===== config.mk =====
export PLATFORM = sky130hd
export DESIGN_NAME = iob_plic_ctrl
export DESIGN_NICKNAME = d
export VERILOG_FILES = /design/src/rtl/iob_plic_ctrl.sv
export SDC_FILE = /design/constraint.sdc
export NUM_CORES = 1
export LEC_CHECK = 0
export ABC_CLOCK_PERIOD_IN_PS = 23700
export CAP_MARGIN = 5
export CORE_AREA = 2 2 109 111
export DETAILED_ROUTE_END_ITERATION = 8
export DIE_AREA = 0 0 111 113
export GPL_TIMING_DRIVEN = 1
export PLACE_DENSITY = 0.87
export SETUP_SLACK_MARGIN = 0.5
export SYNTH_ARGS = -nofsm -noshare
export SYNTH_HDL_FRONTEND = slang
export SYNTH_SLANG_ARGS = --single-unit

===== constraint.sdc =====
create_clock -name clk_i -period 23.7 [get_ports clk_i]
set_input_delay 4.74 -clock clk_i [delete_from_list [all_inputs] [get_ports clk_i]]
set_output_delay 4.74 -clock clk_i [all_outputs]
set_load 0.02 [all_outputs]

===== src/rtl/iob_plic_ctrl.sv =====
// Platform-level interrupt controller on the IOb native slave bus: per-source gateways,
// per-target priority/enable/threshold arbitration and claim/complete registers.
// Optional macro IOB_PLIC_EDGE_EN adds the EL register and saturating edge counters.
module iob_plic_ctrl #(
    parameter int ADDR_W            = 16,
    parameter int DATA_W            = 32,
    parameter int N_SOURCES         = 8,
    parameter int N_TARGETS         = 2,
    parameter int PRIORITIES        = 8,
    parameter int MAX_PENDING_COUNT = 8,
    parameter int HAS_THRESHOLD     = 1,
    parameter int HAS_CONFIG_REG    = 1
) (
    input  logic                  clk_i,
    input  logic                  cke_i,
    input  logic                  arst_i,
    input  logic                  iob_avalid_i,
    input  logic [ADDR_W-1:0]     iob_addr_i,
    input  logic [DATA_W-1:0]     iob_wdata_i,
    input  logic [DATA_W/8-1:0]   iob_wstrb_i,
    output logic                  iob_rvalid_o,
    output logic [DATA_W-1:0]     iob_rdata_o,
    output logic                  iob_ready_o,
    input  logic [N_SOURCES-1:0]  src,
    output logic [N_TARGETS-1:0]  irq
);
    localparam int PW = (PRIORITIES > 1) ? $clog2(PRIORITIES) : 1;
    localparam int IW = $clog2(N_SOURCES + 1);
    localparam logic [31:0] CONFIG_VAL = 32'((N_SOURCES % 256)
                                           + (N_TARGETS % 16) * 256
                                           + (PRIORITIES % 256) * 4096
                                           + ((HAS_THRESHOLD != 0) ? 32'h0010_0000 : 32'h0));

    genvar gi;

    if (DATA_W != 32 || N_SOURCES < 1 || N_SOURCES > 31 || N_TARGETS < 1 || N_TARGETS > 8
        || MAX_PENDING_COUNT < 1) begin : g_bad_params
        $error("iob_plic_ctrl: unsupported parameter combination");
    end

    logic [ADDR_W-1:0]    word_addr;
    logic                 rd_req;
    logic                 wr_req;
    logic [N_SOURCES-1:0] prio_sel;
    logic [N_TARGETS-1:0] enable_sel;
    logic [N_TARGETS-1:0] thresh_sel;
    logic [N_TARGETS-1:0] claim_sel;

    logic [PW-1:0]        prio_reg   [N_SOURCES];
    logic [N_SOURCES-1:0] enable_reg [N_TARGETS];
    logic [PW-1:0]        thresh_reg [N_TARGETS];
    logic [N_SOURCES-1:0] pending_reg;
    logic [N_SOURCES-1:0] in_service_reg;
    logic [N_TARGETS-1:0] irq_reg;
    logic                 rvalid_reg;
    logic [DATA_W-1:0]    rdata_reg;

    logic [N_SOURCES-1:0] el;
    logic [N_SOURCES-1:0] gw_req;
    logic [N_SOURCES-1:0] claim_vec;
    logic [N_SOURCES-1:0] complete_vec;
    logic [IW-1:0]        win_id [N_TARGETS];
    logic [DATA_W-1:0]    rd_val;

    assign word_addr = iob_addr_i & ~ADDR_W'(3);
    assign rd_req    = cke_i & iob_avalid_i & (iob_wstrb_i == '0);
    assign wr_req    = cke_i & iob_avalid_i & (iob_wstrb_i != '0);

    for (gi = 0; gi < N_SOURCES; gi++) begin : g_src_dec
        assign prio_sel[gi] = (word_addr == ADDR_W'(32'h100 + 4 * gi));
    end

    for (gi = 0; gi < N_TARGETS; gi++) begin : g_tgt_dec
        assign enable_sel[gi] = (word_addr == ADDR_W'(32'h200 + 4 * gi));
        assign thresh_sel[gi] = (word_addr == ADDR_W'(32'h300 + 8 * gi));
        assign claim_sel[gi]  = (word_addr == ADDR_W'(32'h304 + 8 * gi));
    end

    // Starting the search at the threshold folds "priority > threshold" into the
    // strict compare; strict > also keeps the lowest ID on priority ties.
    for (gi = 0; gi < N_TARGETS; gi++) begin : g_arb
        logic [PW-1:0] best_prio;
        logic [IW-1:0] best_id;
        always_comb begin
            best_prio = thresh_reg[gi];
            best_id   = '0;
            for (int i = 0; i < N_SOURCES; i++) begin
                if (pending_reg[i] && enable_reg[gi][i] && (prio_reg[i] > best_prio)) begin
                    best_prio = prio_reg[i];
                    best_id   = IW'(i + 1);
                end
            end
        end
        assign win_id[gi] = best_id;
    end

    always_comb begin
        claim_vec    = '0;
        complete_vec = '0;
        for (int t = 0; t < N_TARGETS; t++) begin
            for (int i = 0; i < N_SOURCES; i++) begin
                if (rd_req && claim_sel[t] && (win_id[t] == IW'(i + 1)))
                    claim_vec[i] = 1'b1;
                if (wr_req && claim_sel[t] && (iob_wdata_i == DATA_W'(i + 1)))
                    complete_vec[i] = 1'b1;
            end
        end
    end

    always_comb begin
        rd_val = '0;
        if (HAS_CONFIG_REG != 0 && word_addr == ADDR_W'(0))
            rd_val = DATA_W'(CONFIG_VAL);
        if (word_addr == ADDR_W'(4))
            rd_val = DATA_W'(el);
        if (word_addr == ADDR_W'(8))
            rd_val = DATA_W'(pending_reg);
        for (int i = 0; i < N_SOURCES; i++) begin
            if (prio_sel[i])
                rd_val = DATA_W'(prio_reg[i]);
        end
        for (int t = 0; t < N_TARGETS; t++) begin
            if (enable_sel[t])
                rd_val = DATA_W'(enable_reg[t]);
            if (thresh_sel[t])
                rd_val = DATA_W'(thresh_reg[t]);
            if (claim_sel[t])
                rd_val = DATA_W'(win_id[t]);
        end
    end

`ifdef IOB_PLIC_EDGE_EN
    localparam int CW = $clog2(MAX_PENDING_COUNT + 1);

    logic [N_SOURCES-1:0] el_reg;
    logic [N_SOURCES-1:0] src_prev_reg;
    logic [N_SOURCES-1:0] rise;
    logic [CW-1:0]        cnt_reg [N_SOURCES];

    assign el   = el_reg;
    assign rise = el_reg & src & ~src_prev_reg;

    for (gi = 0; gi < N_SOURCES; gi++) begin : g_gw
        assign gw_req[gi] = el_reg[gi] ? (cnt_reg[gi] != '0) : src[gi];
    end

    // A rise and a claim in the same cycle cancel, so the count nets zero.
    always_ff @(posedge clk_i or posedge arst_i) begin
        if (arst_i) begin
            el_reg       <= '0;
            src_prev_reg <= '0;
            for (int i = 0; i < N_SOURCES; i++)
                cnt_reg[i] <= '0;
        end else if (cke_i) begin
            src_prev_reg <= src;
            if (wr_req && word_addr == ADDR_W'(4))
                el_reg <= iob_wdata_i[N_SOURCES-1:0];
            for (int i = 0; i < N_SOURCES; i++) begin
                if (rise[i] && !claim_vec[i]) begin
                    if (cnt_reg[i] != CW'(MAX_PENDING_COUNT))
                        cnt_reg[i] <= cnt_reg[i] + CW'(1);
                end else if (!rise[i] && claim_vec[i] && cnt_reg[i] != '0) begin
                    cnt_reg[i] <= cnt_reg[i] - CW'(1);
                end
            end
        end
    end
`else
    assign el     = '0;
    assign gw_req = src;
`endif

    // Claim clears pending in the same edge a gateway would set it, so the claim wins.
    always_ff @(posedge clk_i or posedge arst_i) begin
        if (arst_i) begin
            pending_reg    <= '0;
            in_service_reg <= '0;
            irq_reg        <= '0;
            rvalid_reg     <= 1'b0;
            rdata_reg      <= '0;
            for (int i = 0; i < N_SOURCES; i++)
                prio_reg[i] <= '0;
            for (int t = 0; t < N_TARGETS; t++) begin
                enable_reg[t] <= '0;
                thresh_reg[t] <= '0;
            end
        end else if (cke_i) begin
            rvalid_reg <= rd_req;
            if (rd_req)
                rdata_reg <= rd_val;
            pending_reg    <= (pending_reg | (gw_req & ~in_service_reg)) & ~claim_vec;
            in_service_reg <= (in_service_reg | claim_vec) & ~complete_vec;
            for (int t = 0; t < N_TARGETS; t++)
                irq_reg[t] <= (win_id[t] != '0);
            if (wr_req) begin
                for (int i = 0; i < N_SOURCES; i++) begin
                    if (prio_sel[i])
                        prio_reg[i] <= iob_wdata_i[PW-1:0];
                end
                for (int t = 0; t < N_TARGETS; t++) begin
                    if (enable_sel[t])
                        enable_reg[t] <= iob_wdata_i[N_SOURCES-1:0];
                    if (HAS_THRESHOLD != 0 && thresh_sel[t])
                        thresh_reg[t] <= iob_wdata_i[PW-1:0];
                end
            end
        end
    end

    assign iob_ready_o  = 1'b1;
    assign iob_rvalid_o = rvalid_reg;
    assign iob_rdata_o  = rdata_reg;
    assign irq          = irq_reg;

endmodule


* Yosys cells after proc, flatten, opt, wreduce, memory -nomap -nowiden
Index checks and enable logic that the tools add are counted.
** Cells by class
- Muxes and demuxes :: 79
- Magnitude comparators :: 16
- Divide/modulo/power cells :: 0
- Reductions and logical operators :: 86
- Eq/ne operators :: 40
- Shifts and indexed selects :: 0
- $add $sub $neg :: 0
- Bitwise gates (word level) :: 11
- Multipliers :: 0
** Operators with widths (count)
- 32-bit two-way mux :: 16
- 32-bit by 3-bit == test with 1-bit output, second input constant :: 4
- 14-bit by 7-bit == test with 1-bit output, second input constant :: 8
- 14-bit by 8-bit == test with 1-bit output, second input constant :: 6
- 1-bit logical AND :: 68
- 32-bit by 2-bit == test with 1-bit output, second input constant :: 2
- 3-bit > comparator :: 16
- 4-bit two-way mux :: 12
- 3-bit two-way mux :: 14
- 3-bit AND reduction :: 12
- 1-bit two-way mux :: 34
- 32-bit by 1-bit == test with 1-bit output, second input constant :: 1
- 32-bit by 4-bit == test with 1-bit output, second input constant :: 1
- 4-bit by 3-bit == test with 1-bit output, second input constant :: 8
- 8-bit bitwise AND :: 3
- 8-bit NOT :: 3
- 21-bit two-way mux :: 1
- 4-bit by 2-bit == test with 1-bit output, second input constant :: 4
- 16-bit zero test :: 1
- 8-bit bitwise OR :: 2
- 14-bit by 1-bit == test with 1-bit output, second input constant :: 1
- 14-bit by 2-bit == test with 1-bit output, second input constant :: 1
- 4-bit nonzero test :: 3
- 4-bit by 1-bit == test with 1-bit output, second input constant :: 2
- 5 further kinds :: 9
** Word-level totals
- Input bits :: 64
- Register bits after elaboration :: 97
- Logic and storage cells :: 249
- ROM bits :: 0
- Memories :: 0
- Bits in writable memories :: 0
- Output and inout port bits :: 36
- Latch bits :: 0

* Logic depth before layout (Yosys ltp)
- Depth in word-level cells :: 30
- Depth in mapped cells :: 57
- Mapped depth without buffers :: 57

* Worst setup path after synthesis
OpenSTA, ideal clock, no wires.
- Path kind :: register -> register
- Start point :: register prio_reg[22] (netlist bit)
- End point :: register in_service_reg[0]
- Data required time :: 23.634 ns
- Path buffers :: 0
- Cell stages (with the launch flop) :: 57
- Clock period less this slack :: 11.692 ns
- Data arrival time :: 11.626 ns
- Setup slack :: 12.008 ns
- Setup time :: 0.066 ns
- Cell sequence :: dfrtp_1 -> ha_1 -> nor2b_4 -> o311a_2 -> nand2_1 -> nand2_1 -> o21ai_0 -> ha_1 -> nor2_1 -> a31oi_1 -> o41ai_1 -> nand3_1 -> mux2_4 -> ha_1 -> nor2_1 -> nor2_1 -> o311a_1 -> nor3_1 -> [... 21 more ...] -> o211ai_1 -> o21ai_0 -> ha_1 -> nor2b_1 -> o21ai_0 -> nand2b_1 -> nand4_1 -> mux2_2 -> ha_1 -> nor2b_1 -> o21a_1 -> o2111ai_1 -> and3_1 -> and2_1 -> nand2_1 -> nor2_2 -> a22o_1 -> o32a_1
** On the way
- Word-level cells in the longest chain between the ends :: 30
- Elaborated cells on any way between the ends :: 70
- Those cells by class :: order compare: 16; eq/ne: 2; mux: 32; bitwise: 2; reduce/logical: 18
** RTL lines
- start: declaration :: RTL line 49 : logic [PW-1:0] prio_reg [N_SOURCES];
- start signal: indexed assignment :: RTL line 198 : prio_reg[i] <= iob_wdata_i[PW-1:0];
- 3-bit > comparator :: RTL line 88 : if (pending_reg[i] && enable_reg[gi][i] && (prio_reg[i] > best_prio)) begin
- 1-bit logical AND :: RTL line 88
- 3-bit two-way mux :: RTL line 88
- 3-bit > comparator :: RTL line 88
- 1-bit logical AND :: RTL line 88
- 3-bit two-way mux :: RTL line 88
- 3-bit > comparator :: RTL line 88
- 1-bit logical AND :: RTL line 88
- [... 14 more ...]
- 1-bit logical AND :: RTL line 88
- 4-bit two-way mux :: RTL line 88
- 4-bit by 1-bit == test with 1-bit output :: RTL line 102 : if (rd_req && claim_sel[t] && (win_id[t] == IW'(i + 1)))
- 1-bit logical AND :: RTL line 102
- 1-bit two-way mux :: RTL line 102
- 1-bit two-way mux * :: RTL line 102
- 8-bit bitwise OR * :: RTL line 192 : in_service_reg <= (in_service_reg | claim_vec) & ~complete_vec;
- 8-bit bitwise AND * :: RTL line 192
- end signal: assignment :: RTL line 192
- end: declaration :: RTL line 53 : logic [N_SOURCES-1:0] in_service_reg;
Mark *: on every way between the ends. The rest lies on a longest branch, timed or not.
A chain may end at the register's enable or synchronous reset.

* Worst setup path in the final report
- Start point :: register prio_reg[23] (netlist bit)
- End point :: register in_service_reg[2]
** On the way
- Word-level cells in the longest chain between the ends :: 30
- Elaborated cells on any way between the ends :: 70
- Those cells by class :: order compare: 16; eq/ne: 2; mux: 32; bitwise: 2; reduce/logical: 18
** RTL lines (RTL line)
- 3-bit > comparator :: 88
- 1-bit logical AND :: 88
- 3-bit two-way mux :: 88
- 3-bit > comparator :: 88
- 1-bit logical AND :: 88
- 3-bit two-way mux :: 88
- 3-bit > comparator :: 88
- 1-bit logical AND :: 88
- [... 14 more ...]
- 1-bit logical AND :: 88
- 4-bit two-way mux :: 88
- 4-bit by 2-bit == test with 1-bit output :: 102
- 1-bit logical AND :: 102
- 1-bit two-way mux :: 102
- 1-bit two-way mux * :: 102
- 8-bit bitwise OR * :: 192
- 8-bit bitwise AND * :: 192
Marks and branches as above.

==> summary by stage <==
Synth
Dividing the synthesized area by the synthesized cell count gives 8.749 sq um. Of the post-synthesis cell area, the dominant cell type holds 0.3045. During synthesis, Yosys emitted a total of 0 warnings. The number of enable flip-flop cells after synthesis is 0.

Summed over all instances, the cell type with the most area after synthesis is dfrtp_1. The synthesized cell area is 0.006081 sq mm. Sorting the synthesized cells by area gives the leading types as dfrtp_1 30%, ha_1 5.8%, mux2_2 5.4%. After synthesis, the share of flip-flops with an asynchronous set or reset is 1.000. In this run, synthesis produced a sequential element count of 74.

The number of instances in the synthesized netlist is 695. Counting distinct cell types in the post-synthesis netlist gives 97. The share of the Yosys chip area taken by registers is 0.3045. The predominant post-synthesis flop cell is dfrtp_1.

Global routing
The number of global-route vias before repair was 5,840. The first global-routing pass estimated 30,510 um of wire. Entering global routing, the biggest net connects 75 pins. The number of antenna violations at the first check in global routing is 1. The total overflow reported by the global router is 0.

In the global route stage, overall resource usage came out at 0.3055.

Power and ir drop
Power spread over the standard cell area amounts to 41.47 mW/mm^2. VDD sags by at most 0.00003824 V. The analysis attributes to cell leakage a power of 3.006 nW.

Clocking
The clock network latency to the later pin of the worst-skew pair is 0.33 ns. Post-CTS repair changed the size of 0 cells. The root buffer cell chosen for the clock tree is clkbuf_16. No sink is reached through more buffers than the 2 on the longest clock path. Clock tree synthesis inserted a total of 9 buffers. TritonCTS built the clock tree.

The post-cts hold buffer count is 0. The number of H-tree levels is 3. The clock net in this run drives a total of 74 sinks. After clock tree synthesis, the clock-pin slew on the worst setup and hold paths is 0.06 ns. The number of post-CTS setup repair buffers is 0.

Floorplan
The core region is 0.01127 sq mm. In this run the vertical extent of the chip is 113 um. After floorplanning, the core was divided into 39 placement rows. The initial utilization of the core area, before any placement, comes to 0.5395. The die span in x is 111 um.

During I/O placement, the number of pins put on the boundary was 100. The die covers 0.01254 sq mm.

Worst setup path
The data arrival time of the critical path is 14.56 ns. The endpoint of the most critical register-to-register path is in_service_reg[2]. The delay of the slowest critical-path stage is 0.85 ns.

The first element of the critical path is prio_reg[23]. The register-to-register setup slack is 9.41 ns. Following the worst setup path forward leads to its endpoint at in_service_reg[2]. The number of cell instances on the worst register-to-register path is 55.

The critical-path maximum fanout is 11. The kind of start point of the critical path is a register. Among the stages of the critical path, the cell type that occurs most often is ha_1. The slowest stage of the critical path is the a311oi_1 cell. The launch instance of the worst register-to-register path is prio_reg[23]. Data on the critical path is required at its endpoint by 23.97 ns. STA classifies the critical path endpoint as a register. The critical path in this run is classified as register to register.

Placed design
The half-perimeter wire length after placement is 14,960 um. The routability congestion estimate from global placement is 0.9576. Input and output buffers added on the ports amount to 75. The count of placed standard cells including taps is 886.

Routing
The detail-routed via count per cell is 6.807. The total number of vias is 6,147. The count of TritonRoute iterations in the first routing pass is 6.

Wires add up to 19,390 um. The number of design rule violations left after detail routing is 0. In the final routed layout, each cell accounts on average for 21.47 um.

The residual antenna-violating net count after detailed routing is 0. The detailed router finished its first iteration with 919 violations.

STA
The number of setup violations in the final report is 0. The pin slew with the least headroom to its limit is 1.112 ns. The final critical-path required period is 14.29 ns.

Setup repair after global routing left no endpoint under its margin. The period utilization is 0.6030. The final setup TNS is 0 ns. The number of hold violations in the final report is 0.

The achievable clock frequency is 69.97 MHz. The worst pin sits at a relative slew slack of 0.2483. The setup clock skew after layout is 0.004264 ns.

The number of max-slew violations in the final report is 0.

Finish
The library cell used most frequently in the layout, excluding fill and tap cells, is clkdlybuf4s50_1. The filler cells instantiated in the layout total 909. The relative area change from synthesis to final layout is 16.60%. The register with the most flip-flops in the layout has 24 of them. Leaving out filler cells and counting taps, the final layout contains 903.

The final net count is 846. The library cells used most frequently in the layout, excluding fill and tap cells, are 75 x clkdlybuf4s50_1, 74 x dfrtp_1, 73 x nand2_1. The layout cell share with drive strength beyond 1 is 0.1199.

Min path
The min-delay analysis places its worst path in the category register to register.

Job
The number of violations of the max-capacitance limit is 0.

Run status
The run finished with clean final reports.
-- stage by stage --
stage                     setup WS [ns]  power [mW]  utilization  area [sq um]  hold WS, ns
final                             9.408      0.2940       0.6290          7091       0.4997
after floorplan                   12.01      0.1541            -          6156       0.4638
after detailed placement          9.759      0.1736       0.6053          6823       0.4878
after global placement            10.05      0.1727       0.6053          6823       0.4785
after CTS                         9.650      0.2943       0.6288          7088       0.5042
after global routing              8.566      0.3030       0.6288          7088       0.5260
-- cells by family after synthesis --
group	synth area share
buf+inv	0.07037
flops	0.3045
simple gates	0.2154
compound gates	0.2362
mux	0.1062
fa+ha+maj	0.06605
other cells	0.001235
-- cell type report --
type                    count  area, sq um  share of cell area
multi-input cells         554         3876              0.5467
flip-flops and latches     74         1852              0.2612
repair buffers             79        780.7              0.1101
clock buffers              13        250.2             0.03529
well taps                 143        178.9             0.02523
inverters                  36        135.1             0.01906
clock inverters             3        15.01            0.002118
diodes                      1        2.502           0.0003529
-- critical path: cells and delay by family (launching register included) --
| kind | cells | cell delay (ns) |
|---|---|---|
| DFF | 1 | 0.61 |
| and+or+nand+nor | 20 | 3.75 |
| adders and majority gates | 9 | 2.57 |
| muxes | 5 | 1.95 |
| AOI/OAI and AO/OA | 21 | 5.36 |
-- synthesized netlist by cell type (all sizes together) (6+ instances only) --
| cell type | number |
|---|---|
| nor2b | 12 |
| nand4 | 6 |
| nor2 | 56 |
| ha | 28 |
| dfrtp | 74 |
| nor3 | 20 |
| and3 | 8 |
| mux2i | 6 |
| and2 | 7 |
| a21oi | 19 |
| inv | 36 |
| o21a | 7 |
| mux2 | 39 |
| buf | 28 |
| o211ai | 7 |
| o21ai | 53 |
| nand3 | 33 |
| nand2b | 7 |
| a31oi | 23 |
| nor4 | 14 |
| nand2 | 74 |
| clkbuf | 23 |
-- how the worst min path moves through the flow --
stage | from | to | slack (ns) | cells after the start
after floorplan | in_service_reg[5] | in_service_reg[5] | 0.46 | 1
after global placement | in_service_reg[5] | in_service_reg[5] | 0.48 | 1
after detailed placement | iob_rdata_o[3] | iob_rdata_o[3] | 0.49 | 1
after CTS | in_service_reg[5] | in_service_reg[5] | 0.50 | 1
after global routing | in_service_reg[5] | in_service_reg[5] | 0.53 | 1
final | in_service_reg[5] | in_service_reg[5] | 0.50 | 1
-- power breakdown --
| group | total [mW] | internal (mW) | switching [mW] |
|---|---|---|---|
| logic | 0.0393 | 0.0184 | 0.0208 |
| clock network | 0.122 | 0.0732 | 0.0493 |
| registers | 0.132 | 0.130 | 0.00232 |
| total | 0.294 | 0.222 | 0.0724 |
-- per-layer routing --
metal	wire length [um]	track usage
met1	7567	0.4072
met4	947	0.1192
met2	8866	0.4965
met5	0	0
met3	2009	0.05838
(Power assumes the default switching activity.)
